[src/rtl/fp_alu_pkg.sv]
// Shared defaults, sizing helpers and the per-lane result record
// for the FP ALU alignment stage.
package fp_alu_pkg;

    localparam int DEFAULT_EXPONENT_WIDTH = 8;
    localparam int DEFAULT_MANTISSA_WIDTH = 24;

    // Bits needed to encode a shift clamped to W+2, the extended mantissa width.
    function automatic int shift_width(input int w);
        return $clog2(w + 3);
    endfunction

    function automatic int lane_result_width(input int w);
        return 2 * w + 4;
    endfunction

    typedef struct packed {
        logic                              big_a;
        logic [DEFAULT_MANTISSA_WIDTH-1:0] big;
        logic [DEFAULT_MANTISSA_WIDTH-1:0] aligned;
        logic                              g;
        logic                              r;
        logic                              s;
    } lane_result_t;

    localparam int LANE_RESULT_WIDTH = $bits(lane_result_t);

endpackage

[src/rtl/fp_alu_align_lane.sv]
// Single-lane operand swap, arithmetic right shift of the smaller-exponent
// mantissa, and guard/round/sticky extraction. Purely combinational.
module fp_alu_align_lane
    import fp_alu_pkg::*;
#(
    parameter int EXPONENT_WIDTH = DEFAULT_EXPONENT_WIDTH,
    parameter int MANTISSA_WIDTH = DEFAULT_MANTISSA_WIDTH
) (
    input  logic signed [EXPONENT_WIDTH:0]   i_exponent_diff,
    input  logic        [MANTISSA_WIDTH-1:0] i_mantissa_a,
    input  logic        [MANTISSA_WIDTH-1:0] i_mantissa_b,
    output logic                             o_exponent_big_a,
    output logic        [MANTISSA_WIDTH-1:0] o_mantissa_big,
    output logic        [MANTISSA_WIDTH-1:0] o_mantissa_aligned,
    output logic                             o_guard,
    output logic                             o_round,
    output logic                             o_sticky
);

    localparam int          W           = MANTISSA_WIDTH;
    localparam int          XW          = W + 2;
    localparam int          SHW         = shift_width(W);
    localparam int unsigned SHIFT_LIMIT = XW;
    localparam logic [EXPONENT_WIDTH:0] DIFF_ONE = 1;

    logic                       w_diff_neg;
    logic [EXPONENT_WIDTH:0]    w_diff_bits;
    logic [EXPONENT_WIDTH:0]    w_shift_full;
    logic [SHW-1:0]             w_shift;
    logic [W-1:0]               w_small;
    logic signed [XW-1:0]       w_ext;
    logic signed [XW-1:0]       w_shifted;
    logic [XW-1:0]              w_lost_mask;

    assign w_diff_neg  = i_exponent_diff[EXPONENT_WIDTH];
    assign w_diff_bits = $unsigned(i_exponent_diff);

    // Unsigned negate on EW+1 bits: -2^EW becomes +2^EW rather than wrapping.
    assign w_shift_full = w_diff_neg ? (~w_diff_bits + DIFF_ONE) : w_diff_bits;
    assign w_shift      = (32'(w_shift_full) >= SHIFT_LIMIT) ? SHW'(SHIFT_LIMIT)
                                                             : SHW'(w_shift_full);

    assign o_exponent_big_a = ~w_diff_neg;
    assign o_mantissa_big   = w_diff_neg ? i_mantissa_b : i_mantissa_a;
    assign w_small          = w_diff_neg ? i_mantissa_a : i_mantissa_b;

    assign w_ext       = {w_small, 2'b00};
    assign w_shifted   = w_ext >>> w_shift;
    assign w_lost_mask = ~({XW{1'b1}} << w_shift);

    assign o_mantissa_aligned = w_shifted[XW-1:2];
    assign o_guard            = w_shifted[1];
    assign o_round            = w_shifted[0];
    assign o_sticky           = |(w_ext & w_lost_mask);

endmodule

[src/rtl/fp_alu_align_pipe.sv]
// Multi-lane FP alignment stage with a main output register and a one-beat
// skid register so back-pressure never crosses the block combinationally.
module fp_alu_align_pipe
    import fp_alu_pkg::*;
#(
    parameter int LANES          = 4,
    parameter int EXPONENT_WIDTH = DEFAULT_EXPONENT_WIDTH,
    parameter int MANTISSA_WIDTH = DEFAULT_MANTISSA_WIDTH,
    parameter int TAG_WIDTH      = 4
) (
    input  logic                                  clk,
    input  logic                                  rst,
    input  logic                                  i_valid,
    output logic                                  o_ready,
    input  logic [LANES*(EXPONENT_WIDTH+1)-1:0]   i_exponent_diff,
    input  logic [LANES*MANTISSA_WIDTH-1:0]       i_mantissa_a,
    input  logic [LANES*MANTISSA_WIDTH-1:0]       i_mantissa_b,
    input  logic [TAG_WIDTH-1:0]                  i_tag,
    output logic                                  o_valid,
    input  logic                                  i_ready,
    output logic [LANES-1:0]                      o_exponent_big_a,
    output logic [LANES*MANTISSA_WIDTH-1:0]       o_mantissa_big,
    output logic [LANES*MANTISSA_WIDTH-1:0]       o_mantissa_aligned,
    output logic [LANES-1:0]                      o_guard,
    output logic [LANES-1:0]                      o_round,
    output logic [LANES-1:0]                      o_sticky,
    output logic [TAG_WIDTH-1:0]                  o_tag
);

    localparam int W   = MANTISSA_WIDTH;
    localparam int DW  = EXPONENT_WIDTH + 1;
    localparam int LRW = lane_result_width(W);
    localparam int PW  = LANES * LRW + TAG_WIDTH;

    logic [PW-1:0] w_in_beat;
    logic          w_in_fire;
    logic          w_out_fire;
    logic          w_main_free;
    logic          w_main_valid_next;
    logic          w_skid_valid_next;
    logic          w_load_main_from_skid;
    logic          w_load_main_from_in;
    logic          w_load_skid;

    logic          r_main_valid;
    logic          r_skid_valid;
    logic          r_ready;
    logic [PW-1:0] r_main_beat;
    logic [PW-1:0] r_skid_beat;

    // Beat layout per lane, MSB first: big_a, big, aligned, guard, round, sticky.
    for (genvar k = 0; k < LANES; k++) begin : g_lane
        logic         w_big_a;
        logic [W-1:0] w_big;
        logic [W-1:0] w_aligned;
        logic         w_guard;
        logic         w_round;
        logic         w_sticky;

        fp_alu_align_lane #(
            .EXPONENT_WIDTH (EXPONENT_WIDTH),
            .MANTISSA_WIDTH (MANTISSA_WIDTH)
        ) u_lane (
            .i_exponent_diff    (i_exponent_diff[k*DW +: DW]),
            .i_mantissa_a       (i_mantissa_a[k*W +: W]),
            .i_mantissa_b       (i_mantissa_b[k*W +: W]),
            .o_exponent_big_a   (w_big_a),
            .o_mantissa_big     (w_big),
            .o_mantissa_aligned (w_aligned),
            .o_guard            (w_guard),
            .o_round            (w_round),
            .o_sticky           (w_sticky)
        );

        assign w_in_beat[k*LRW +: LRW] = {w_big_a, w_big, w_aligned, w_guard, w_round, w_sticky};

        assign o_exponent_big_a[k]       = r_main_beat[k*LRW + LRW - 1];
        assign o_mantissa_big[k*W +: W]     = r_main_beat[k*LRW + W + 3 +: W];
        assign o_mantissa_aligned[k*W +: W] = r_main_beat[k*LRW + 3 +: W];
        assign o_guard[k]                = r_main_beat[k*LRW + 2];
        assign o_round[k]                = r_main_beat[k*LRW + 1];
        assign o_sticky[k]               = r_main_beat[k*LRW];
    end

    assign w_in_beat[LANES*LRW +: TAG_WIDTH] = i_tag;
    assign o_tag   = r_main_beat[LANES*LRW +: TAG_WIDTH];
    assign o_valid = r_main_valid;
    assign o_ready = r_ready;

    assign w_in_fire   = i_valid && r_ready;
    assign w_out_fire  = r_main_valid && i_ready;
    assign w_main_free = !r_main_valid || w_out_fire;

    always_comb begin
        // NOTE: every signal gets a default before any branch so no path can infer a latch.
        w_main_valid_next     = r_main_valid;
        w_skid_valid_next     = r_skid_valid;
        w_load_main_from_skid = 1'b0;
        w_load_main_from_in   = 1'b0;
        w_load_skid           = 1'b0;
        if (w_main_free) begin
            if (r_skid_valid) begin
                w_load_main_from_skid = 1'b1;
                w_main_valid_next     = 1'b1;
                w_skid_valid_next     = 1'b0;
            end else begin
                w_load_main_from_in = w_in_fire;
                w_main_valid_next   = w_in_fire;
            end
        end else if (w_in_fire) begin
            w_load_skid       = 1'b1;
            w_skid_valid_next = 1'b1;
        end
    end

    // NOTE: state registers use non-blocking assignments so all of them update from pre-edge values.
    always_ff @(posedge clk) begin
        if (rst) begin
            r_main_valid <= 1'b0;
            r_skid_valid <= 1'b0;
            r_ready      <= 1'b0;
            // NOTE: payload registers are reset only because the outputs must read zero during reset.
            r_main_beat  <= '0;
            r_skid_beat  <= '0;
        end else begin
            r_main_valid <= w_main_valid_next;
            r_skid_valid <= w_skid_valid_next;
            r_ready      <= !w_skid_valid_next;
            if (w_load_main_from_skid) begin
                r_main_beat <= r_skid_beat;
            end else if (w_load_main_from_in) begin
                r_main_beat <= w_in_beat;
            end
            if (w_load_skid) begin
                r_skid_beat <= w_in_beat;
            end
        end
    end

endmodule

[config.mk]
export PLATFORM = sky130hd
export DESIGN_NAME = fp_alu_align_pipe
export DESIGN_NICKNAME = d
export VERILOG_FILES = /design/src/rtl/fp_alu_pkg.sv /design/src/rtl/fp_alu_align_lane.sv /design/src/rtl/fp_alu_align_pipe.sv
export SDC_FILE = /design/constraint.sdc
export NUM_CORES = 1
export LEC_CHECK = 0
export CAP_MARGIN = 10
export CORE_ASPECT_RATIO = 1.2
export CORE_MARGIN = 2
export CORE_UTILIZATION = 40
export DETAILED_ROUTE_END_ITERATION = 10
export GPL_ROUTABILITY_DRIVEN = 0
export SLEW_MARGIN = 10
export SYNTH_ARGS = -nofsm -noshare
export SYNTH_HDL_FRONTEND = slang
export SYNTH_HIERARCHICAL = 1
export SYNTH_SLANG_ARGS = --single-unit
[constraint.sdc]
create_clock -name clk -period 5.7 [get_ports clk]
set_input_delay 0.57 -clock clk [delete_from_list [all_inputs] [get_ports clk]]
set_output_delay 0.57 -clock clk [all_outputs]
set_load 0.05 [all_outputs]
==> reports/qor.csv <==
metric;value;unit
setup tns final;0;ns
Tightest Pin Transition;1.10;ns
post-synth top area share;0.287;
number of buffers on the longest clock path;3;
max capacitance violation total;0;
leakage power;11.7;nW
Detailed Route Iter0 Violations;3589;
total power of the final layout;9.24;mW
Final Net Count;4055;
Worst setup SP type;input pin;
number of flip-flops and latches in the synthesized netlist;427;
number of clock buffers inserted by TritonCTS;49;
drt first pass iters;6;
outcome;complete, no violations;
Clk Tree Root Cell;sky130_fd_sc_hd__clkbuf_16;
mean routed wirelength per cell;23.3;microns
floorplan die width;253;microns
Worst Hold Class;flip-flop to flip-flop;
yosys synthesis warning count;6;
most used standard cell by instance count after synthesis;sky130_fd_sc_hd__nand2_1;
final number of hold-violating endpoints;0;
category of the worst setup path capture point;flip-flop;
hold-fix buffers at CTS;0;
wire length of the first global-routing pass;171;mm
worst endpoint data arrival time;4.80;ns
kind of cell adding the most delay to the critical path;compound AO/OA/AOI/OAI gates;
top cells by count, synth;sky130_fd_sc_hd__nand2_1 (570), sky130_fd_sc_hd__a21oi_1 (542), sky130_fd_sc_hd__dfxtp_1 (427);
Worst path slowest cell;sky130_fd_sc_hd__nand2_1;
ANT nets after route;0;
total congestion overflow after global routing;0;
area grow syn2layout;22.1;%
number of vias after detailed routing;29970;
CTS tree;yes;
required arrival time at the worst endpoint;6.21;ns
Vias per Instance;6.17;
maximum fanout along the worst path;17;
DRT Wirelength;113;mm
critical path class;input pin to flip-flop;
IO Pins;450;
asr flop ratio synth;0;
gate count of the mapped netlist;3558;
max-slew violation total from the final report;0;
layout filler cell count;7104;
Detailed Place HPWL;77.3;mm
library cell with the largest summed area after synthesis;sky130_fd_sc_hd__dfxtp_1;
EDFF count, synth;0;
worst-case clock skew;0.0324;ns
number of global-route vias before repair;27821;
peak ir drop on the vdd network;224;uV
Unique masters post-synth;93;
fin crit share;0.753;
PortBufs;449;
global-route usage over all layers;0.281;
final period demand of the worst path;4.29;ns
cells along the critical path;clkdlybuf4s50_1 > buf_4 > inv_1 > ha_1 > nor3b_1 > o211ai_1 > o211ai_1 > nand2_1 > mux2_2 > o22ai_1 > nor3_1 > a211oi_1 > mux2i_1 > a211oi_1;
dominant cells by area after synthesis;sky130_fd_sc_hd__dfxtp_1 (29%), sky130_fd_sc_hd__mux2i_1 (12%), sky130_fd_sc_hd__a21oi_1 (9.1%);
Clock Latency Late Sink;0.61;ns
CTS sink count;427;
DRC violation count after routing;0;
Setup-failing EPs final;0;
Die Area;0.0767;sq mm
H-tree depth;2;
number of post-CTS setup repair buffers;0;
area of the core;0.0738;sq mm
primary flip-flop cell chosen by synthesis mapping;sky130_fd_sc_hd__dfxtp_1;
proportion of layout cells with a drive suffix above 1;0.159;
Syn Area/Cell;8.38;sq um
post-route worst hold slack;0.451;ns
synthesized cell area;0.0298;sq mm
effective utilization at floorplan;0.404;
critical path buffer and inverter count;3;
RSZ-0062 raised after global routing;no;
slowest cell delay on critical path;0.60;ns
die height;303;microns
maximum clock frequency;0.233;GHz
largest net degree at the start of global routing;141;
areal power density over the cells;254;mW/mm^2
proportion of synthesized chip area in sequential cells;0.287;
antenna violations before repair;7;
number of cell rows;109;
worst-case headroom to the max-slew limit;0.249;
clock-pin slew on the worst setup and hold paths;0.06;ns
Net Count, Synth;3798;
Resized Gates After CTS;0;
==> cell families (layout without fill, tap and decap cells) <==
logic type | Yosys count | in the layout | synth area share
xor gates and xnor gates | 20 | 20 | 0.00789
buffers and inverters | 345 | 641 | 0.0574
other | 0 | 7 | 0
adders and majority gates | 4 | 4 | 0.00168
DFF | 427 | 427 | 0.287
AOI/OAI and AO/OA | 1306 | 1306 | 0.314
muxes | 525 | 525 | 0.191
and+or+nand+nor | 931 | 931 | 0.141
==> registers in the layout, summed over array words and instances, names as in the netlist <==
| name | count |
|---|---|
| o_ready | 1 |
| o_valid | 1 |
| r_main_beat | 212 |
| r_skid_beat | 212 |
| r_skid_valid | 1 |
==> layout make-up <==
type                            count  area [sq um]  area share
Inverter                           19          71.3     0.00196
Sequential cell                   427          8550       0.235
Tap cell                          999          1250      0.0344
Timing Repair Buffer              532          5220       0.143
Clock buffer                       70          1410      0.0386
Clock inverter                     20           304     0.00836
Antenna cell                        7          17.5    0.000481
Multi-Input combinational cell   2786         19600       0.538
==> final timing paths <==
kind,from,to,slack [ns],cells after the start
worst max register to register,r_skid_valid,r_main_beat[35],2.91,4
worst min-delay path,r_skid_beat[27],r_skid_beat[27],0.45,2
worst max-delay path,i_exponent_diff[0],r_main_beat[11],1.41,14
worst min register to register,r_skid_beat[27],r_skid_beat[27],0.45,2
==> stage by stage <==
stage,setup WS [ns],area [sq um],instances,util
2_1_floorplan,2.02,29800,3558,-
3_3_place_gp,0.945,34700,4763,0.470
3_5_place_dp,0.829,34700,4763,0.470
4_1_cts,1.49,36400,4853,0.493
5_1_grt,1.06,36400,4859,0.493
6_report,1.41,36400,4860,0.493
==> per-layer routing <==
metal  vias up  track usage  wire, microns  share of wire
li1      13869            -              -              -
met1     14169        0.352          45200           0.40
met2      1564        0.467          53300           0.47
met3       364       0.0604           9670          0.085
met4         4        0.121           5140          0.045
met5         -            0             27        0.00024
==> placed cells by master (no fill, tap or decap), drive strengths merged, types with 13 or more instances in the layout <==
master	Yosys	final
nand2b	16	16
a221oi	13	13
nand2	573	573
a211oi	267	267
nor4	25	25
nand4	33	33
and2	13	13
dfxtp	427	427
a21oi	548	548
o31ai	25	25
o22ai	34	34
o2111ai	14	14
buf	194	88
o221ai	25	25
nor3	41	41
nand3	74	74
a2111oi	16	16
inv	16	22
and3	16	16
a31oi	40	40
o211ai	54	54
mux2i	344	344
clkbuf	132	70
nor2	106	106
mux2	167	167
clkdlybuf4s50	0	444
o21ai	178	178
mux4	14	14
==> worst reg2reg max path, cell delays in order (launching register included) <==
cell and delay (ns):
sky130_fd_sc_hd__dfxtp_4 0.74, sky130_fd_sc_hd__a21o_4 0.87, sky130_fd_sc_hd__buf_4 0.68, sky130_fd_sc_hd__a21oi_1 0.21, sky130_fd_sc_hd__a211oi_2 0.22
==> power by group <==
group          switching [mW]  internal (mW)  leakage, nW
combinational            1.73          0.936         7.38
sequential             0.0823           3.12         3.48
clock                    1.37           2.00        0.835
(Power assumes the default switching activity.)
